`src/rtl/portreq_queue_pkg.sv`:
```
// Shared widths and helpers for the port request queue and its multiplexer.
package portreq_queue_pkg;

    localparam int unsigned A_DEF = 9;
    localparam int unsigned W_DEF = 128;

    // Ceiling log2; never returns less than 1 so it can size a vector directly.
    function automatic int unsigned clog2(input int unsigned v);
        int unsigned r;
        r = 0;
        while ((64'd1 << r) < 64'(v)) begin
            r++;
        end
        return (r == 0) ? 1 : r;
    endfunction

endpackage

```
`src/rtl/portreq_queue_syncfifo.sv`:
```
// Generic synchronous FIFO with registered storage and first-word fall-through read.
module portreq_queue_syncfifo #(
    parameter int unsigned Width = 8,
    parameter int unsigned Depth = 4,
    parameter int unsigned Log2D = 2
) (
    input  logic             clk_i,
    input  logic             rst_i,
    input  logic             clr_i,
    input  logic             push_i,
    input  logic [Width-1:0] wdata_i,
    input  logic             pop_i,
    output logic [Width-1:0] rdata_o,
    output logic [Log2D:0]   count_o,
    output logic             full_o,
    output logic             empty_o
);

    logic [Width-1:0] mem_q [Depth];
    logic [Width-1:0] mem_d [Depth];
    logic [Log2D-1:0] wptr_q, wptr_d, rptr_q, rptr_d;
    logic [Log2D:0]   cnt_q, cnt_d;
    logic             do_push, do_pop;

    assign full_o  = (cnt_q == (Log2D + 1)'(Depth));
    assign empty_o = (cnt_q == '0);
    assign count_o = cnt_q;
    assign rdata_o = mem_q[rptr_q];

    // Guard against overflow/underflow even if the caller misbehaves.
    assign do_push = push_i & ~full_o;
    assign do_pop  = pop_i & ~empty_o;

    // Next-state for pointers, occupancy and storage; clear wins over push/pop.
    always_comb begin
        wptr_d = wptr_q;
        rptr_d = rptr_q;
        cnt_d  = cnt_q;
        mem_d  = mem_q;
        if (clr_i) begin
            wptr_d = '0;
            rptr_d = '0;
            cnt_d  = '0;
        end else begin
            if (do_push) begin
                mem_d[wptr_q] = wdata_i;
                wptr_d        = wptr_q + 1'b1;
            end
            if (do_pop) begin
                rptr_d = rptr_q + 1'b1;
            end
            unique case ({do_push, do_pop})
                2'b10:   cnt_d = cnt_q + 1'b1;
                2'b01:   cnt_d = cnt_q - 1'b1;
                default: cnt_d = cnt_q;
            endcase
        end
    end

    // Control state register with synchronous reset.
    always_ff @(posedge clk_i) begin
        if (rst_i) begin
            wptr_q <= '0;
            rptr_q <= '0;
            cnt_q  <= '0;
        end else begin
            wptr_q <= wptr_d;
            rptr_q <= rptr_d;
            cnt_q  <= cnt_d;
        end
    end

    // Storage is never reset; the caller gates push while in reset.
    always_ff @(posedge clk_i) begin
        mem_q <= mem_d;
    end

endmodule

```
`src/rtl/portreq_queue.sv`:
```
// Per-client request queue feeding the port multiplexer, with a starvation monitor.
module portreq_queue
    import portreq_queue_pkg::*;
#(
    parameter int unsigned a      = A_DEF,
    parameter int unsigned w      = W_DEF,
    parameter int unsigned DEPTH  = 4,
    parameter int unsigned LOG2D  = 2,
    parameter int unsigned STARVE = 15
) (
    input  logic           clk,
    input  logic           rst,
    input  logic           flush,
    input  logic           inVld,
    output logic           inRdy,
    input  logic [a-1:0]   inAddr,
    input  logic [w-1:0]   inData,
    output logic           csel,
    output logic [a-1:0]   addr,
    output logic [w-1:0]   data,
    input  logic           grnt,
    output logic [LOG2D:0] count,
    output logic           starved
);

    localparam int unsigned SW = clog2(STARVE + 1);
    localparam logic [SW-1:0] StarveMax = SW'(STARVE);

    logic [a+w-1:0] head;
    logic           full, empty, push, pop;
    logic [SW-1:0]  starve_q, starve_d;
    logic           starved_q, starved_d;

    // inRdy deliberately ignores grnt: no combinational grnt->inRdy path.
    assign inRdy = ~rst & ~flush & ~full;
    assign push  = inVld & inRdy;
    assign csel  = ~empty;
    // A grant during flush is consumed upstream but must not pop here.
    assign pop   = csel & grnt & ~flush;

    assign addr    = csel ? head[a+w-1:w] : '0;
    assign data    = csel ? head[w-1:0]   : '0;
    assign starved = starved_q;

    portreq_queue_syncfifo #(
        .Width (a + w),
        .Depth (DEPTH),
        .Log2D (LOG2D)
    ) u_fifo (
        .clk_i   (clk),
        .rst_i   (rst),
        .clr_i   (flush),
        .push_i  (push),
        .wdata_i ({inAddr, inData}),
        .pop_i   (pop),
        .rdata_o (head),
        .count_o (count),
        .full_o  (full),
        .empty_o (empty)
    );

    // Count consecutive denied cycles, saturating; any grant, idle or flush clears it.
    always_comb begin
        starve_d = '0;
        if (!flush && csel && !grnt) begin
            starve_d = (starve_q == StarveMax) ? starve_q : starve_q + 1'b1;
        end
        starved_d = (starve_d == StarveMax);
    end

    // Starvation monitor state with synchronous reset.
    always_ff @(posedge clk) begin
        if (rst) begin
            starve_q  <= '0;
            starved_q <= 1'b0;
        end else begin
            starve_q  <= starve_d;
            starved_q <= starved_d;
        end
    end

endmodule

```
`config.mk`:
```
export PLATFORM = sky130hd
export DESIGN_NAME = portreq_queue
export DESIGN_NICKNAME = d
export VERILOG_FILES = /design/src/rtl/portreq_queue_pkg.sv /design/src/rtl/portreq_queue_syncfifo.sv /design/src/rtl/portreq_queue.sv
export SDC_FILE = /design/constraint.sdc
export NUM_CORES = 1
export LEC_CHECK = 0
export ABC_AREA = 1
export BUFFER_PORTS_ARGS = -buffer_cell sky130_fd_sc_hd__clkbuf_2
export CAP_MARGIN = 40
export CORE_MARGIN = 4
export CORE_UTILIZATION = 50
export CTS_CLUSTER_SIZE = 28
export DETAILED_ROUTE_END_ITERATION = 12
export GPL_TIMING_DRIVEN = 0
export PLACE_DENSITY = 0.71
export SLEW_MARGIN = 5
export SYNTH_ARGS = -nofsm -noshare
export SYNTH_HDL_FRONTEND = slang
export SYNTH_SLANG_ARGS = --single-unit
```
`constraint.sdc`:
```
create_clock -name clk -period 13.3 [get_ports clk]
set_clock_uncertainty 0.1 [all_clocks]
set_input_delay 1.995 -clock clk [delete_from_list [all_inputs] [get_ports clk]]
set_output_delay 1.995 -clock clk [all_outputs]
set_load 0.05 [all_outputs]
```
Yosys cells after proc, flatten, opt, wreduce, memory -nomap -nowiden

Cells that the tools add are included.

Output and inout bits: 143
Word-level logic and storage cells: 55
Bits of input ports: 142
Register bits: 560

Reductions and logical operators: 9
Equality and inequality tests: 5
Magnitude comparators: 3
Multiplexer cells: 11
Bitwise gates (word level): 13
$add $sub $neg: 5

Operators with widths:

| cell                  | number |
|---|---|
| $bwmux W548           | 1 |
| $mux W137             | 3 |
| $bmux W137 S2         | 1 |
| $demux W137 S2        | 1 |
| $mux W128             | 1 |
| $mux W9               | 1 |
| $eq A4 B4 Y1 const B  | 2 |
| $mux W4               | 2 |
| $and A1 B1 Y1         | 7 |
| $ge A3 B3 Y1 const B  | 2 |
| $not A2 Y3            | 2 |
| $pmux W3 S2           | 1 |
| $add A2 B1 Y2 const B | 2 |
| $add A4 B1 Y4 const B | 1 |
| $not A1 Y1            | 4 |
| $add A3 B1 Y3 const B | 1 |
| $eq A3 B3 Y1 const B  | 1 |
| $logic_and A1 B1 Y1   | 3 |
| $logic_not A3 Y1      | 1 |
| $lt A3 B1 Y1 const B  | 1 |
| $sub A3 B1 Y3 const B | 1 |
| $eq A2 B1 Y1 const B  | 1 |
| $eq A2 B2 Y1 const B  | 1 |
| $logic_not A1 Y1      | 2 |
| 3 further kinds       | 3 |

Longest topological paths before layout

Depth in word-level cells: 7
Mapped depth: 12

Modules after synthesis

From an unflattened synthesis, not the netlist that was laid out.

Cell total of the unflattened synthesis: 1732
Area, all modules: 22276.4 µm²

By module, submodules not included:

| module                 | cells an instance | area each (µm²) | times used |
|---|---|---|---|
| portreq_queue_syncfifo | 1398              | 20793.7         | 1 |
| portreq_queue          | 334               | 1482.7          | 1 |

Least setup slack after synthesis

No wires, ideal clock.

Path kind: input-to-reg
From: input port rst
To: register u_fifo.mem_q[0] (netlist bit) (enable)
Data required time: 12.564 ns
Stages on the path: 3
Arrival: 8.211 ns
Slack: 4.353 ns
Path through: nor2_1 nand3_2 nor2_1

Longest elaborated chain between the ends: 6

Ends and longest elaborated chain:

| what                        | RTL line                     | RTL |
|---|---|---|
| from (decl)                 | portreq_queue.sv:12          | `input logic rst,` |
| $not A1 Y1                  | portreq_queue.sv:35          | `assign inRdy = ~rst & ~flush & ~full;` |
| $and A1 B1 Y1 (2 in a row)  | portreq_queue.sv:35          |  |
| $and A1 B1 Y1               | portreq_queue.sv:36          | `assign push = inVld & inRdy;` |
| $and A1 B1 Y1               | portreq_queue_syncfifo.sv:31 | `assign do_push = push_i & ~full_o;` |
| $reduce_and A2 Y1 (no line) | n/a                          |  |
| to (signal assigned)        | portreq_queue_syncfifo.sv:75 | `mem_q <= mem_d;` |
| to (decl)                   | portreq_queue_syncfifo.sv:19 | `logic [Width-1:0] mem_q [Depth];` |

No other way between the ends.
A chain may end at the register's enable or synchronous reset.

Final worst setup path

From: input port rst
To: output port inRdy

Longest elaborated chain between the ends: 3

Ends and longest elaborated chain:

| what                       | RTL line            | RTL |
|---|---|---|
| $not A1 Y1                 | portreq_queue.sv:35 |  |
| $and A1 B1 Y1 (2 in a row) | portreq_queue.sv:35 |  |
| to (decl)                  | portreq_queue.sv:15 | `output logic inRdy,` |

No other way between the ends.

==> metrics.md <==
| Metric | Value |
|---|---|
| Post-route ant nets | `0` |
| Worst-Margin Slew | `between 0.5 and 0.6 ns` |
| Critical Path AT | `approximately 3.2 ns` |
| FF-to-FF End | `u_fifo.mem_q[81]` |
| CTS sink count | `560` |
| P&R area growth vs syn | `20.30%` |
| Pwr/cell area | `roughly 140 mW/mm^2` |
| Clk Latency, worst-skew pair | `approximately 0.6 ns` |
| Max-Cap Viols | `0` |
| Cts hold-fix bufs | `0` |
| Crit path from | `rst` |
| Die area | `between 0.04 and 0.05 sq mm` |
| Compound-Gate Fraction of Synth Area | `under 10%` |
| Fraction of final layout cells sized beyond drive strength 1 | `about 23%` |
| Most common cell after layout, fill and taps aside | `nor2_1` |
| Unrepaired setup endpoints after global routing | `false` |
| Power share of the sequential group | `54.0%` |
| Switching share of power | `20.63%` |
| Worst Reg-to-Reg Cells | `8` |
| Io pins | `between 200 and 300` |
| PortBufs | `284` |
| Flops & latches, synth | `560` |
| Lkg Pwr | `9.717 nW` |
| First-pass GRT wire length | `roughly 84,000 microns` |
| Hold Path Class | `flip-flop to flip-flop` |
| Clock tree from TritonCTS | `done` |
| Sequential-to-total area share from yosys stat | `about three quarters` |
| Main combinational cell family by area after synthesis | `simple AND/OR/NAND/NOR gates` |
| DRT Pass-1 Iters | `6` |
| FMAX | `between 0.15 and 0.2 GHz` |
| Hold Path End | `u_fifo.count_o[2]` |
| DR vias | `~15,000` |
| Htree depth | `2` |
| Slew Viols, Final | `0` |
| Int Pwr | `0.002877 W` |
| 1st-iter DRT viols | `around 1,500` |
| Ys Warns | `0` |
| Post-Synth Adder-Cell Area | `0.4323%` |
| Setup bufs post-CTS | `0` |
| Normalized max-slew margin | `about 60%` |
| Die width | `~220 microns` |
| Net count after synthesis | `about 1,900` |
| Num CTS Buffers | `56` |
| Fin. Hold Viols | `0` |
| Vias in the first global route | `roughly 14,000` |
| Layout filler cell count | `between 3,000 and 4,000` |
| Max VDD drop | `roughly 0.11 mV` |
| RR Startpoint | `u_fifo.count_o[1]` |
| Startpoint Class | `primary input` |
| Wirelength per Cell | `between 20 and 25 microns` |
| CTS clk-pin slew, worst paths | `approximately 0.06 ns` |
| Mapped Cells | `1,719` |
| Yosys cell types | `20` |
| Clock power share | `between 40% and 50%` |
| Synthesized area | `approximately 0.022 sq mm` |
| PostCTS Resize Cnt | `0` |
| Net load switching power | `about 0.00075 W` |
| CTS max path bufs | `3` |
| Hold path cells | `2` |
| Comb power frac | `about 4.5%` |
| Mux cell area share after synthesis | `0%` |
| Most frequent cells in the layout | `nor2_1 (559), edfxtp_1 (548), clkbuf_2 (306)` |
| CP max FO | `8` |
| Critical Path Sink Type | `primary output` |
| Gr usage total | `a little under a quarter` |
| CP Data Required Time | `approximately 11 ns` |
| CP Class | `primary input to primary output` |
| Total Nets Final | `~2,200` |
| Hold path start | `u_fifo.count_o[2]` |
| Fin crit period | `approximately 5.3 ns` |
| Avg Cell Area, Syn | `~13 sq um` |
| Setup slack, reg-to-reg | `approximately 11 ns` |
| Root Driver | `clkbuf_16` |
| Final core area utilization | `about three fifths` |
| Via-to-Cell Ratio | `between 5 and 6` |
| Initial antenna violation count | `6` |
| Final period utilization | `40.12%` |
| DRC | `0` |
| Site Rows | `76` |
| Final Setup Violations | `0` |
| Routed WL | `between 50,000 and 60,000 microns` |
| Core area | `between 0.04 and 0.05 sq mm` |
| XOR/XNOR Fraction of Synth Area | `0%` |
| Grt total ovfl | `0` |
| Routability cong. | `about 0.8` |
| Status | `completed` |
| Initial Utilization | `between 50% and 60%` |
| Largest net degree at the start of global routing | `26` |
| Detailed Place HPWL | `between 30,000 and 40,000 microns` |
| Setup WS post-layout | `about 8.0 ns` |
| Setup WS pre-CTS | `between 7 and 8 ns` |
| Simple-Gate Fraction of Synth Area | `between 10% and 20%` |
| Die H | `between 200 and 250 microns` |
==> Yosys cell counts <==
cell,count,share of area (%)
fa_1,1,0.091
a31oi_1,1,0.028
clkbuf_2,22,0.50
inv_2,1,0.017
a21oi_1,141,3.2
nand2_1,18,0.31
edfxtp_1,548,75
inv_1,26,0.44
buf_4,14,0.48
buf_6,25,1.3
ha_1,6,0.34
nand3_2,2,0.091
nor2_1,563,9.6
clkbuf_1,7,0.12
nand3_1,8,0.18
buf_2,39,0.89
o21ai_0,278,6.3
nand4_1,4,0.11
dfxtp_1,12,1.1
o21ai_1,3,0.068
==> power by group through the flow <==
stage               Combinational [W]  Clock [W]  Sequential [W]
global route                 0.000177    0.00162         0.00196
CTS                          0.000165    0.00154         0.00196
detailed placement           0.000164          0         0.00199
floorplan                   0.0000887          0         0.00200
global placement             0.000155          0         0.00200
finish                       0.000164    0.00150         0.00196
==> through the flow <==
| stage | instances | hold slack, ns | power, W | area, sq um | setup TNS [ns] |
|---|---|---|---|---|---|
| 2_1_floorplan | 1719 | 0.4012 | 0.002087 | 21990 | 0 |
| 3_3_place_gp | 2588 | 0.4189 | 0.002154 | 24150 | -363.15 |
| 3_5_place_dp | 2612 | 0.4419 | 0.002158 | 24700 | 0 |
| 4_1_cts | 2712 | 0.4498 | 0.003657 | 26450 | 0 |
| 5_1_grt | 2714 | 0.5018 | 0.003749 | 26450 | 0 |
| 6_report | 2716 | 0.4484 | 0.003625 | 26460 | 0 |
==> area by class of cell <==
type / instances / area, sq um / area share (%)
buffer: 107 / 718.2 / 2.714
sequential: 560 / 16700 / 63.10
inverter: 27 / 101.3 / 0.3830
multi-input combinational: 1025 / 4509 / 17.04
clock inverter: 27 / 216.5 / 0.8181
timing repair buffer: 308 / 1939 / 7.330
clock buffer: 73 / 1536 / 5.807
tap: 585 / 732.0 / 2.766
antenna: 4 / 10.01 / 0.03783
==> critical path: stages <==
cell,delay [ns]
clkbuf_2,0.09
nor2_1,0.46
inv_1,0.16
a31oi_1,0.21
clkbuf_2,0.31
==> state kept, by name, summed over array words and instances (netlist names) <==
signal          count
u_fifo.mem_q      548
starve_q            4
u_fifo.count_o      3
u_fifo.rptr_q       2
u_fifo.wptr_q       2
starved             1
==> worst max-delay path by stage <==
stage / to / slack [ns] / depth (start not counted)
after floorplan: u_fifo.mem_q[0] / 4.35 / 3
after global placement: u_fifo.mem_q[358] / -0.76 / 4
after detailed placement: inRdy / 7.97 / 5
after CTS: inRdy / 7.95 / 5
after global routing: inRdy / 7.85 / 5
final: inRdy / 7.96 / 5
==> kinds of logic after synthesis <==
family,count (synthesis)
DFF,560
buffers and inverters,134
AOI/OAI and AO/OA,423
and+or+nand+nor,595
adders and majority gates,7
==> routing by layer <==
layer | GRT usage, % | vias up | routed length [microns]
li1 | - | 6856 | -
met1 | 31.09 | 7113 | 23060
met2 | 37.74 | 547 | 26840
met3 | 4.765 | 98 | 4112
met4 | 7.605 | 0 | 1734
met5 | 0 | - | 0
(Power assumes the default switching activity.)
